File: src/rtl/xalu_ise_issue.sv
// Core-side issue stage for the custom-instruction ALU: classify, issue, await result, return to writeback.
// Latency: result at writeback 2 cycles after accept best case; trap for non-custom/disabled opcode 1 cycle after accept.
// Backpressure: dec_rdy only in IDLE; writeback outputs held while wb_rdy is low.
module xalu_ise_issue #(
  parameter logic [3:0] CUSTOM_EN = 4'b0001,
  parameter int         TIMEOUT   = 8
) (
  input  logic        ise_clk,
  input  logic        ise_rst,
  input  logic        dec_val,
  output logic        dec_rdy,
  input  logic [31:0] dec_instr,
  input  logic [31:0] dec_rs1,
  input  logic [31:0] dec_rs2,
  output logic        ise_val,
  output logic [5:0]  ise_fn,
  output logic [6:0]  ise_imm,
  output logic [31:0] ise_in1,
  output logic [31:0] ise_in2,
  input  logic        ise_oval,
  input  logic [31:0] ise_out,
  output logic        wb_val,
  input  logic        wb_rdy,
  output logic [4:0]  wb_rd,
  output logic [31:0] wb_data,
  output logic        wb_trap,
  output logic [15:0] cnt_ops,
  output logic [15:0] cnt_trap
);

  typedef enum logic [1:0] {
    IDLE  = 2'd0,
    ISSUE = 2'd1,
    RESP  = 2'd2
  } state_t;

  localparam logic [7:0] TMAX = 8'(TIMEOUT - 1);

  state_t      state;
  state_t      state_nxt;
  logic [7:0]  tcnt;
  logic        is_custom;
  logic [1:0]  cidx;
  logic        legal;
  logic        timed_out;

  // Register-field bits not needed by this block (rs1/rs2 specifiers).
  logic        unused_instr;
  assign unused_instr = ^dec_instr[24:15];

  // Control outputs come straight from the state register.
  assign dec_rdy   = (state == IDLE);
  assign ise_val   = (state == ISSUE);
  assign wb_val    = (state == RESP);
  assign timed_out = (tcnt == TMAX);

  // Opcode classification: custom-0..3 and whether that slot is implemented.
  always_comb begin
    is_custom = 1'b0;
    cidx      = 2'd0;
    case (dec_instr[6:0])
      7'b0001011: begin is_custom = 1'b1; cidx = 2'd0; end
      7'b0101011: begin is_custom = 1'b1; cidx = 2'd1; end
      7'b1011011: begin is_custom = 1'b1; cidx = 2'd2; end
      7'b1111011: begin is_custom = 1'b1; cidx = 2'd3; end
      default:    begin is_custom = 1'b0; cidx = 2'd0; end
    endcase
    legal = is_custom && CUSTOM_EN[cidx];
  end

  // State register.
  always_ff @(posedge ise_clk) begin
    if (ise_rst) state <= IDLE;
    else         state <= state_nxt;
  end

  // Next-state logic; ALU result in the last ISSUE cycle beats the timeout.
  always_comb begin
    state_nxt = state;
    case (state)
      IDLE:    if (dec_val) state_nxt = legal ? ISSUE : RESP;
      ISSUE:   if (ise_oval || timed_out) state_nxt = RESP;
      RESP:    if (wb_rdy) state_nxt = IDLE;
      default: state_nxt = IDLE;
    endcase
  end

  // Datapath: latch request on accept, capture result or trap, count retirements.
  always_ff @(posedge ise_clk) begin
    if (ise_rst) begin
      ise_fn   <= '0;
      ise_imm  <= '0;
      ise_in1  <= '0;
      ise_in2  <= '0;
      wb_rd    <= '0;
      wb_data  <= '0;
      wb_trap  <= 1'b0;
      tcnt     <= '0;
      cnt_ops  <= '0;
      cnt_trap <= '0;
    end else begin
      case (state)
        IDLE: begin
          if (dec_val) begin
            ise_fn  <= {1'b0, dec_instr[14:12], cidx};
            ise_imm <= dec_instr[31:25];
            ise_in1 <= dec_rs1;
            ise_in2 <= dec_rs2;
            wb_rd   <= dec_instr[11:7];
            wb_data <= '0;
            wb_trap <= ~legal;
            tcnt    <= '0;
          end
        end
        ISSUE: begin
          if (ise_oval) begin
            wb_data <= ise_out;
            wb_trap <= 1'b0;
          end else if (timed_out) begin
            wb_data <= '0;
            wb_trap <= 1'b1;
          end else begin
            tcnt <= tcnt + 8'd1;
          end
        end
        RESP: begin
          if (wb_rdy) begin
            if (wb_trap) cnt_trap <= cnt_trap + 16'd1;
            else         cnt_ops  <= cnt_ops + 16'd1;
          end
        end
        default: ;
      endcase
    end
  end

endmodule

File: config.mk
export PLATFORM = sky130hd
export DESIGN_NAME = xalu_ise_issue
export DESIGN_NICKNAME = d
export VERILOG_FILES = /design/src/rtl/xalu_ise_issue.sv
export SDC_FILE = /design/constraint.sdc
export NUM_CORES = 1
export LEC_CHECK = 0
export ABC_AREA = 1
export BUFFER_PORTS_ARGS = -buffer_cell sky130_fd_sc_hd__buf_4
export CELL_PAD_IN_SITES_DETAIL_PLACEMENT = 1
export CELL_PAD_IN_SITES_GLOBAL_PLACEMENT = 1
export CORE_MARGIN = 2
export CORE_UTILIZATION = 30
export CTS_CLUSTER_DIAMETER = 60
export DETAILED_ROUTE_END_ITERATION = 8
export PLACE_DENSITY = 0.86
export SKIP_CTS_REPAIR_TIMING = 1
export SLEW_MARGIN = 0
export SYNTH_ARGS = -nofsm -noshare
export SYNTH_HDL_FRONTEND = slang
export SYNTH_SLANG_ARGS = --single-unit
File: constraint.sdc
create_clock -name ise_clk -period 1.75 [get_ports ise_clk]
set_input_delay 0.175 -clock ise_clk [delete_from_list [all_inputs] [get_ports ise_clk]]
set_output_delay 0.175 -clock ise_clk [all_outputs]
set_load 0.005 [all_outputs]
==> impl_metrics.csv <==
group,metric,value,unit
clock_network,clk_latency,420,ps
floorplan,io_pins,283,
floorplan,initial_utilization,30.65,%
synth,postSynthCellCount,845,
timing,max_freq,0.6272,GHz
timing,worst_clock_skew,9.603,ps
job,cap_violations,0,
floorplan,die_x,148,um
critical_path,path_buf_inv,1,
placed_design,dp_cells,1364,
synth,synth.top_cell.area_share,50.20,%
global_routing,grt_antenna_before_repair,0,
cells_and_area,area_growth_syn_to_layout,47.37,%
timing,setup_ws,155.6,ps
placed_design,dp_hpwl,14600,um
clock_network,clock-sinks,156,
placed_design,portBuffers,271,
critical_path,worstPathRequired,2020,ps
route,drc,0,
cells_and_area,most-common-layout-cells,"buf_4, nand2_1, dfxtp_1",
route,firstDrtPassIters,4,
synth,synth.avg_cell_area,7.362,sq um
critical_path,cp-start-kind,"register",
route,wl_met2,9885,um
timing,hold_viol_final,0,
placed_design,dpl_worst_slack,73.95,ps
synth,yosys-top-cells-area,"dfxtp_1, nand2_1, inv_1",
global_routing,grt_pass1_vias,6552,
global_routing,grt_max_degree,82,
floorplan,die_area,21900,sq um
route,ant_nets,0,
cells_and_area,nets,1251,
route,num_vias,6333,
synth,yosysWarnings,0,
placed_design,gp_congestion,0.8034,
critical_path,cp_top_family,"simple AND/OR/NAND/NOR gates",
critical_path,worst_setup_path_end_kind,"register",
route,drtIter0Drc,174,
floorplan,rows,52,
route,post_drt_wl_per_cell,14.10,um
synth,ys_ff_latch,156,
cells_and_area,layout.cells.non_filler,1398,
critical_path,max_stage_delay,360,ps
route,postRouteWirelength,19710,um
clock_network,clkTransAtPathRegs,80,ps
cells_and_area,antennaDiodeCount,0,
route,wl_met1,7966,um
clock_network,cts_tree,"built",
floorplan,core,20300,sq um
synth,ys_seq_area_share,50.20,%
critical_path,crit_chain,"ha_2 -> nand2_1 -> nor2_2 -> nand2_1 -> nand2_1 -> nand3_2 -> buf_12 -> nand2_1 -> a21oi_1",
timing,tightest_slew,555.9,ps
timing,tns,0,ps
synth,syn-num-nets,981,
floorplan,die_h,148,um
timing,timing.slew.headroom,62.94,%
route,dr.max_layer_used,"met4",
global_routing,grt_usage,17.79,%
power,ir_drop,634.5,uV
timing,final_max_slew_viol_count,0,
power,leakage,0.004328,uW
synth,synth_area_leader_cell,"dfxtp_1",
route,met3_length,1584,um
clock_network,cts_max_level,4,
synth,synth_cell_types,31,
cells_and_area,layout-drive-gt1-share,29.61,%
power,power.density,990.8,nW/um^2
timing,finalSetupViolCount,0,
status,status,"finished clean",
synth,netlist_area,6221,sq um
critical_path,crit_fanout,32,
critical_path,criticalPathCategory,"reg2reg",
route,drt-vias-per-instance,4.530,
power,fin_total_pwr,9083,uW
timing,period_share,91.11,%
global_routing,grt_first_pass_wirelength,31640,um
cells_and_area,final_common_cell,"buf_4",
clock_network,cts_root_buffer,"clkbuf_16",
min_path,hp-class,"in2reg",
timing,min_period,1594,ps
critical_path,cp_slowest_cell,"dfxtp_2",
clock_network,cts.path.max_buffers,2,
global_routing,grt.overflow.total,0,
clock_network,numCtsBuffers,17,
critical_path,worstPathArrival,1860,ps
critical_path,cpMostUsedCell,"nand2_1",
timing,rsz0062_at_grt,"false",
[layout make-up]
type / count / area, sq um
Sequential cell: 156 / 3126
Tap cell: 270 / 337.8
Clock inverter: 15 / 193.9
Clock buffer: 17 / 425.4
Multi-Input combinational cell: 524 / 2402
Timing Repair Buffer: 284 / 2187
Fill cell: 2525 / 11130
Inverter: 132 / 495.5
[metal layers]
metal	up-vias	global-route usage (%)
li1	3166	-
met1	2960	19.68
met2	189	31.76
met3	18	6.698
met4	0	5.190
met5	-	0
[per-stage QoR]
stage | utilization (%) | hold WS (ps) | area [sq um]
2_1_floorplan | - | 322.4 | 6221
3_3_place_gp | 41.96 | 428.2 | 8518
3_5_place_dp | 41.96 | 443.8 | 8518
4_1_cts | 45.01 | -3.252 | 9138
5_1_grt | 45.16 | 0.2414 | 9168
6_report | 45.16 | 11.72 | 9168
[state kept, by name, summed over array words and instances, names as in the netlist, 5 cells and up]
name / cells
ise_in1: 32
ise_in2: 32
wb_data: 32
cnt_ops: 16
cnt_trap: 16
tcnt: 8
ise_imm: 7
ise_fn: 5
wb_rd: 5
[kinds of logic (layout without fill, tap and decap cells)]
logic type                 count (synthesis)  after routing  share of synthesized area [%]
AOI/OAI and AO/OA                        159            159                          13.11
xor gates and xnor gates                   5              5                         0.7039
adders and majority gates                  3              3                         0.6034
and+or+nand+nor                          356            356                          23.89
other                                      1              1                        0.06028
DFF                                      156            156                          50.20
buffers and inverters                    165            448                          11.42
[where the power goes]
| group | leakage [uW] | internal [uW] | total [uW] | switching, uW |
|---|---|---|---|---|
| sequential | 0.00127 | 3770 | 3910 | 134 |
| combinational | 0.00275 | 632 | 1260 | 628 |
| clock | 0.000306 | 2190 | 3920 | 1720 |
| total | 0.00433 | 6600 | 9080 | 2480 |
[final timing paths]
path / startpoint / cells after the start / slack [ps] / end
setup / recovery: tcnt[0] / 9 / 160 / wb_data[8]
hold / removal: dec_rs1[2] / 3 / 10 / ise_in1[2]
setup reg to reg: tcnt[0] / 9 / 160 / wb_data[8]
hold reg to reg: ise_imm[0] / 2 / 460 / ise_imm[0]
[Yosys cell counts, drive strengths merged]
library cell	n
ha	3
nor2	64
o21a	1
nand3b	1
xor2	4
clkbuf	16
a211oi	1
o21bai	3
dfxtp	156
conb	1
nor3	10
inv	132
nand4	13
nand3	30
buf	17
o21ai	96
xnor2	1
nand2	234
nor3b	2
and3	2
a21oi	58
[worst reg2reg max path, stage by stage (launching register included)]
cell	delay (ps)
dfxtp_2	360
ha_2	200
nand2_1	100
nor2_2	150
nand2_1	100
nand2_1	110
nand3_2	90
buf_12	180
nand2_1	90
a21oi_1	70
(Power assumes the default switching activity.)
